[src/rtl/fibo_stream_gen.sv]
// Fibonacci-style term generator: F(0)=seed0, F(1)=seed1, F(k)=F(k-1)+F(k-2)
// up to F(order), optionally presenting every term on a valid/ready stream.
//
// state | meaning
// ------+-------------------------------------------------------------
// IDLE  | no sequence; waiting for start
// RUN   | generating terms, busy=1
// DONE  | finished normally; done/result (and overflow if WRAP) held
// OVF   | stopped before presenting an overflowed term; result=all-ones
module fibo_stream_gen #(
  parameter int DATA_WIDTH  = 64,
  parameter int ORDER_WIDTH = 16,
  parameter int WRAP        = 0
) (
  input  logic                   clk,
  input  logic                   rst_n,
  input  logic                   start,
  input  logic                   abort,
  input  logic [DATA_WIDTH-1:0]  seed0,
  input  logic [DATA_WIDTH-1:0]  seed1,
  input  logic [ORDER_WIDTH-1:0] order,
  input  logic                   stream_en,
  input  logic                   term_ready,
  output logic                   term_valid,
  output logic [DATA_WIDTH-1:0]  term,
  output logic [ORDER_WIDTH-1:0] term_idx,
  output logic                   busy,
  output logic                   done,
  output logic                   overflow,
  output logic [DATA_WIDTH-1:0]  result
);

  localparam logic [1:0] IDLE = 2'd0;
  localparam logic [1:0] RUN  = 2'd1;
  localparam logic [1:0] DONE = 2'd2;
  localparam logic [1:0] OVF  = 2'd3;

  logic [1:0]             state;
  logic [DATA_WIDTH-1:0]  cur;
  logic [DATA_WIDTH-1:0]  nxt;
  logic                   nxt_flag;   // nxt is (or follows) a term that overflowed
  logic [ORDER_WIDTH-1:0] idx;
  logic [ORDER_WIDTH-1:0] order_q;
  logic                   stream_q;
  logic [DATA_WIDTH:0]    sum;
  logic                   advance;
  logic                   last;

  assign sum        = {1'b0, cur} + {1'b0, nxt};
  assign busy       = (state == RUN);
  assign term_valid = busy && stream_q;
  assign term       = cur;
  assign term_idx   = idx;
  assign last       = (idx == order_q);
  // Abort wins over any advance in the same cycle.
  assign advance    = busy && !abort && (!stream_q || term_ready);

  // Sequencer: start/abort handling and term advance with overflow tracking.
  always_ff @(posedge clk or negedge rst_n) begin
    if (!rst_n) begin
      state    <= IDLE;
      cur      <= '0;
      nxt      <= '0;
      nxt_flag <= 1'b0;
      idx      <= '0;
      order_q  <= '0;
      stream_q <= 1'b0;
      done     <= 1'b0;
      overflow <= 1'b0;
      result   <= '0;
    end else begin
      case (state)
        IDLE, DONE, OVF: begin
          if (start) begin
            state    <= RUN;
            cur      <= seed0;
            nxt      <= seed1;
            nxt_flag <= 1'b0;
            idx      <= '0;
            order_q  <= order;
            stream_q <= stream_en;
            done     <= 1'b0;
            overflow <= 1'b0;
            result   <= '0;
          end
        end
        RUN: begin
          if (abort) begin
            state <= IDLE;
          end else if (advance) begin
            if (last) begin
              state  <= DONE;
              done   <= 1'b1;
              result <= cur;
            end else if (nxt_flag && (WRAP == 0)) begin
              // The next term is not representable: stop before showing it.
              state    <= OVF;
              overflow <= 1'b1;
              result   <= '1;
            end else begin
              cur      <= nxt;
              nxt      <= sum[DATA_WIDTH-1:0];
              nxt_flag <= sum[DATA_WIDTH] | nxt_flag;
              idx      <= idx + 1'b1;
              if (nxt_flag) begin
                overflow <= 1'b1;
              end
            end
          end
        end
        default: state <= IDLE;
      endcase
    end
  end

endmodule

[config.mk]
export PLATFORM = sky130hd
export DESIGN_NAME = fibo_stream_gen
export DESIGN_NICKNAME = d
export VERILOG_FILES = /design/src/rtl/fibo_stream_gen.sv
export SDC_FILE = /design/constraint.sdc
export NUM_CORES = 1
export LEC_CHECK = 0
export CAP_MARGIN = 5
export CORE_ASPECT_RATIO = 0.8
export CORE_UTILIZATION = 35
export DETAILED_ROUTE_END_ITERATION = 8
export PLACE_DENSITY = 0.65
export SYNTH_ARGS = -nofsm -noshare
export SYNTH_HDL_FRONTEND = slang
export SYNTH_SLANG_ARGS = --single-unit
[constraint.sdc]
create_clock -name clk -period 3.4 [get_ports clk]
set_clock_uncertainty 0.2 [all_clocks]
set_input_delay 0.51 -clock clk [delete_from_list [all_inputs] [get_ports clk]]
set_output_delay 0.51 -clock clk [all_outputs]
set_load 0.05 [all_outputs]
==> impl_metrics.csv <==
group,metric,value,unit
placement,port_buffers,297,
setup_path,worstPathCellList,"ha_4 -> fa_2 -> a211oi_4 -> o211ai_2 -> a311oi_2 -> buf_4 -> o41ai_4 -> a21oi_2 -> o21a_4 -> buf_4 -> o31ai_4 -> a41oi_2 -> xnor2_1 -> a21oi_1",
global_route,grtUsageTotal,0.2210,
die,dieHeight,181.0,um
timing,maxSlewHeadroom,0.4619,
synth,synthCells,1718,
routing,num_vias,13650,
routing,ant_nets,0,
timing,period_share,0.9989,
setup_path,r2r_slack,0.004,ns
synth,yosys.area.top_type,"dfrtp_1",
cells_and_area,final_util,0.4882,
die,die_w,225.8,um
cts,tritoncts,"yes",
global_route,antenna_found_initial,5,
timing,worstMarginPinSlew,0.8071,ns
cells_and_area,area_growth,37.35,%
die,die_area,40860,um^2
synth,synth-edff-count,0,
run_status,status,"completed",
global_route,grt_max_degree,187,
setup_path,r2r_cells,14,
setup_path,worstSetupStartpointType,"flip-flop",
cts,clk_pin_slew_worst_paths,0.06,ns
setup_path,path_common_cell,"buf_4",
timing,finalSetupViolations,0,
synth,yosysSeqAreaShare,0.4106,
timing,fin_crit,3.396,ns
synth,syn_nets,1934,
global_route,grt_pass1_vias,13210,
setup_path,path_max_fanout,3,
global_route,grt_pass1_wl,72.82,mm
setup_path,reg2reg_from,"nxt[0]",
synth,synth_area_per_cell,8.160,um^2
timing,finalMaxSlewViolations,0,
timing,grt_setup_unrepaired,"true",
setup_path,crit_type,"flip-flop to flip-flop",
synth,ys.warnings.count,0,
synth,yosys-top-cells-count,"nand2_1, dfrtp_1, o21ai_0",
synth,netlist.area_leader.share,0.4106,
min_path,hold_path_end,"order_q[7]",
routing,viasPerCell,5.280,
cts,htreeDepth,1,
setup_path,end_kind,"flip-flop",
cts,clock_latency,0.57,ns
min_path,hp-class,"input port to flip-flop",
routing,routed_wl,46.00,mm
routing,drcViolationCount,0,
die,rows,65,
cells_and_area,drive_gt1_frac,0.1037,
synth,synthArstFlopShare,1.000,
timing,final_hold_viol_count,0,
cts,cts_made_buffers,27,
synth,ys_ff_latch,230,
setup_path,slowest_delay,0.43,ns
placement,dp_hpwl,33.45,mm
synth,yosysMostFrequentCell,"nand2_1",
routing,avgRoutedWirePerCell,17.79,um
cts,root_buffer,"clkbuf_16",
setup_path,r2r-end,"nxt[62]",
setup_path,cp.arrival,3.64,ns
die,ioPinCount,298,
synth,syn_area,14020,um^2
synth,synthFlopType,"dfrtp_1",
cts,clock_sinks,230,
run,cap_viol_max_count,0,
setup_path,cp.required,3.65,ns
cells_and_area,fin_nets,2240,
timing,holdWs,0.2687,ns
global_route,grt.overflow.total,0,
timing,fmax,294.4,MHz
cells_and_area,fillers,3770,
min_path,min_path_cells,3,
routing,dr.pass1.iters,6,
min_path,hold_start,"order[7]",
cells_and_area,stdcell_count,2585,
placement,post-place-cells,2527,
synth,synthDistinctLibCells,74,
placement,gp_congestion,0.8664,
cts,cts_buffer_depth,3,
die,core,39440,um^2
die,start_util,0.3554,
synth,ys_top_cells_by_area,"dfrtp_1, nand2_1, o21ai_0",
timing,setup_tns,0,ns
routing,drtIter0Drc,837,
setup_path,crit_slowest_cell,"dfrtp_1",
## worst max path at each step
| stage | slack, ns | depth (start not counted) | endpoint | from |
|---|---|---|---|---|
| 2_1_floorplan | 0.02 | 12 | nxt[58] | term[0] |
| 3_3_place_gp | -0.003 | 13 | nxt[58] | term[0] |
| 3_5_place_dp | -0.1 | 12 | nxt_flag | term[0] |
| 4_1_cts | 0.002 | 13 | nxt[44] | term[0] |
| 5_1_grt | -0.15 | 13 | nxt[60] | nxt[0] |
| 6_report | 0.004 | 14 | nxt[62] | nxt[0] |
## what timing repair did
| action | in CTS | in global routing |
|---|---|---|
| pin swaps | 3 | 15 |
| endpoints found under the setup margin | 7 | 26 |
| resized for setup | 2 | 35 |
| hold buffers | 1 | 0 |
| endpoints found under the hold margin | 86 | 0 |
| buffers inserted | 2 | 2 |
## layer usage
metal	global-route usage	vias up	wire [um]
li1	-	6650	-
met1	0.3141	6564	21470
met2	0.3483	370	21070
met3	0.03383	64	2361
met4	0.05714	2	1085
met5	0	-	12
## critical path, delay by kind of cell, from the launching register on
kind                       cells  cell delay, ns
AOI/OAI and AO/OA              9            1.61
adders and majority gates      2            0.61
DFF                            1            0.43
buffers and inverters          2            0.29
xor gates and xnor gates       1            0.13
## registers in the layout, indices dropped and copies added (netlist names)
name / flops
done: 1
nxt: 64
nxt_flag: 1
order_q: 16
overflow: 1
result: 64
state: 2
stream_q: 1
term: 64
term_idx: 16
## cell usage in the layout, fill, tap and decap left out, drive strengths merged, types with 5 or more instances in the layout
cell type        n
a211oi           5
a21o            36
a21oi          154
a31oi           85
and2             5
and3            14
buf            101
clkbuf          36
clkdlybuf4s50  294
clkinv           6
dfrtp          230
ha              65
inv             20
nand2          363
nand3           16
nand4           30
nor2           164
nor2b            7
nor3             8
nor4             8
o211ai           8
o21a            12
o21ai          194
o21bai          19
o22ai            7
o31ai            8
or3              7
xnor2           32
xor2            53
## per-stage QoR
| stage | area, um^2 | setup slack, ns |
|---|---|---|
| 6_report | 19250 | 0.003644 |
| 5_1_grt | 19250 | -0.1458 |
| 4_1_cts | 19060 | 0.002408 |
| 3_5_place_dp | 18040 | -0.09868 |
| 3_3_place_gp | 18040 | -0.003434 |
| 2_1_floorplan | 14020 | 0.01914 |
## kinds of logic (layout without fill, tap and decap cells)
group | Yosys count | in the layout | synth area share
simple gates | 637 | 637 | 0.1896
fa+ha+maj | 66 | 66 | 0.05944
flops | 230 | 230 | 0.4106
buf+inv | 138 | 465 | 0.03820
compound gates | 562 | 562 | 0.2491
other cells | 0 | 4 | 0
xor+xnor | 85 | 85 | 0.05311
## area by class of cell
class	instances	area [um^2]	area share
Antenna cell	4	10.01	0.0005199
Clock buffer	36	779.5	0.04048
Clock inverter	14	196.4	0.01020
Inverter	19	73.82	0.003834
Multi-Input combinational cell	1350	7945	0.4126
Sequential cell	230	5757	0.2990
Tap cell	536	670.6	0.03483
Timing Repair Buffer	396	3822	0.1985
Power is not shown: default switching activity piles up to over one toggle a cycle in this logic, so the estimate is an artifact.
==> patch (same settings) <==
The parameter `WRAP` goes from 0 to 1.
--- a/src/rtl/fibo_stream_gen.sv
+++ b/src/rtl/fibo_stream_gen.sv
@@ -11,5 +11,5 @@
   parameter int DATA_WIDTH  = 64,
   parameter int ORDER_WIDTH = 16,
-  parameter int WRAP        = 0
+  parameter int WRAP        = 1
 ) (
   input  logic                   clk,
Behaviour: not the same (a bounded check fails within 4 cycles, from zero or initial values and one cycle with rst_n low).
==> patch against the unedited design <==
Maximum frequency up 5.0%; non-clock buffer count shrank 54; cell area down 4.3%; via count decreased by 2.4%; worst setup slack improved by 0.16 ns; area after synthesis down 2.0%; first-iteration DRC count increased by 28%; routed wire length increased by 2.5%; sequential cell count is the same; largest cell class unchanged.
==> patch: results (changes against the unedited design) <==
cells_and_area:
  nNetsFinal: 2178  # was 2,240
  drive_above_1_share: 0.06704  # was 0.1037
  fillerInstances: 3724  # was 3,770
power:
  powerSeq_mw: 4.41
  max-vdd-ir-drop_uv: 386.6
  internal-power_mw: 10.01
detailed_routing:
  firstDrtPassIters: 5  # was 6
  wl_microns: 47170  # was 46,000 microns
  vias_per_cell: 5.360  # was 5.280
  drtIter0Drc: 1074  # was 837
synthesis:
  synth_common_cells: "nand2_1, dfrtp_1, nor2_1"  # was nand2_1, dfrtp_1, o21ai_0
  ys_seq_area_frac: 0.4188  # was 0.4106
  syn_nets: 1920  # was 1,934
  yosysWarnings: 0  # unchanged
  ys_types: 72  # was 74
  synthArstFlopShare: 1.000  # unchanged
  post_synth_main_area_contributors: "dfrtp_1, nand2_1, ha_1"  # was dfrtp_1, nand2_1, o21ai_0
placement:
  dp_slack_ns: -0.04614  # was -0.09868 ns
  dp_hpwl_microns: 33740  # was 33,450 microns
  place_area_sq_mm: 0.01735  # was 0.01804 sq mm
  gp_congestion: 0.9155  # was 0.8664
min_path:
  hold_class: "in2async"  # was in2reg
worst_setup_path:
  rrSetupSlack_ns: 0.16  # was 0.004 ns
  regToRegEndpoint: "nxt[43]$_DFFE_PN0P_"  # was nxt[62]$_DFFE_PN0P_
  cpMaxStageDelayCell: "ha_1"  # was dfrtp_1
  reg2reg_depth: 10  # was 14
  arrival_ns: 3.47  # was 3.64 ns
  cp_max_fo: 6  # was 3
  r2r-start: "term[9]$_DFFE_PN0P_"  # was nxt[0]$_DFFE_PN0P_
global_routing:
  grt_usage: 0.2314  # was 0.2210
  grt_pass1_vias: 12710  # was 13,210
  grt_max_degree: 114  # was 187
  antenna_found_initial: 7  # was 5
  grt_pass1_wl_microns: 73420  # was 72,820 microns
clock_tree:
  root_buffer: "clkbuf_16"  # unchanged
  cts_max_level: 1  # unchanged
  cts_made_buffers: 28  # was 27
timing:
  slew_headroom: 0.4930  # was 0.4619
outcome:
  status: "finished, final reports clean"  # unchanged
==> patch: changes by cell type in the layout (fill, tap and decap cells not counted), moves of 7 or more <==
cell	unedited run	this run
nor3_1	7	16
a21o_1	36	29
o21ai_0	180	62
nand2_1	359	425
o21bai_1	18	11
nand4_1	30	23
nand3_1	15	94
buf_4	91	39
a21oi_1	146	127
xnor2_1	31	23
==> patch: worst max-delay path: cells and delay by family (launching register included) <==
| family | cells | cell delay (ns) |
|---|---|---|
| AOI/OAI and AO/OA | 6 | 1.42 |
| xor gates and xnor gates | 1 | 0.15 |
| adders and majority gates | 1 | 0.43 |
| DFF | 1 | 0.41 |
| and+or+nand+nor | 2 | 0.50 |
==> patch: cell families after synthesis <==
logic type	share of synthesized area
compound gates	0.1855
xor+xnor	0.05162
mux	0.003004
flops	0.4188
simple gates	0.2427
fa+ha+maj	0.06063
buf+inv	0.03778
==> patch: how the worst max path moves through the flow <==
stage                                end            startpoint  slack [ns]  cells after the start
floorplan           nxt_flag$_DFFE_PN0P_   term[0]$_DFFE_PN0P_        0.01                     11
global placement    nxt_flag$_DFFE_PN0P_    nxt[0]$_DFFE_PN0P_       0.005                     11
detailed placement  nxt_flag$_DFFE_PN0P_    nxt[0]$_DFFE_PN0P_       -0.05                     11
CTS                 nxt_flag$_DFFE_PN0P_    nxt[0]$_DFFE_PN0P_       0.002                     11
global route         nxt[63]$_DFFE_PN0P_  term[22]$_DFFE_PN0P_       -0.06                     13
finish               nxt[43]$_DFFE_PN0P_   term[9]$_DFFE_PN0P_        0.16                     10
==> patch: area by class of cell <==
class | count | area (sq um) | area share
Multi-Input combinational cell | 1343 | 7562 | 0.4103
Sequential cell | 230 | 5756 | 0.3123
Timing Repair Buffer | 342 | 3401 | 0.1845
Clock buffer | 37 | 785.8 | 0.04264
Tap cell | 495 | 619.3 | 0.03361
Clock inverter | 15 | 225.2 | 0.01222
Inverter | 17 | 65.06 | 0.003530
Antenna cell | 6 | 15.01 | 0.0008147
==> patch: timing repair <==
item,4_1_cts,5_1_grt
endpoints found under the hold margin,68,0
endpoints found under the setup margin,1,18
pin swaps,1,4
hold buffers,1,0
resized for setup,2,9
setup buffers,0,0
==> patch: stage by stage <==
stage	TNS (ns)	hold WS (ns)	instances
floorplan	0	0.01441	1704
global placement	0	0.2615	2426
detailed placement	-0.04614	0.2770	2426
CTS	0	0.2587	2479
global route	-0.1013	0.2733	2485
finish	0	0.2862	2485
==> patch: per-layer routing <==
metal / global-route usage / wire length (microns) / vias to the layer above
met5: 0 / 12 / -
met4: 0.05908 / 868 / 2
met3: 0.04359 / 2935 / 49
met2: 0.3474 / 20980 / 390
met1: 0.3392 / 22370 / 6414
li1: - / - / 6464
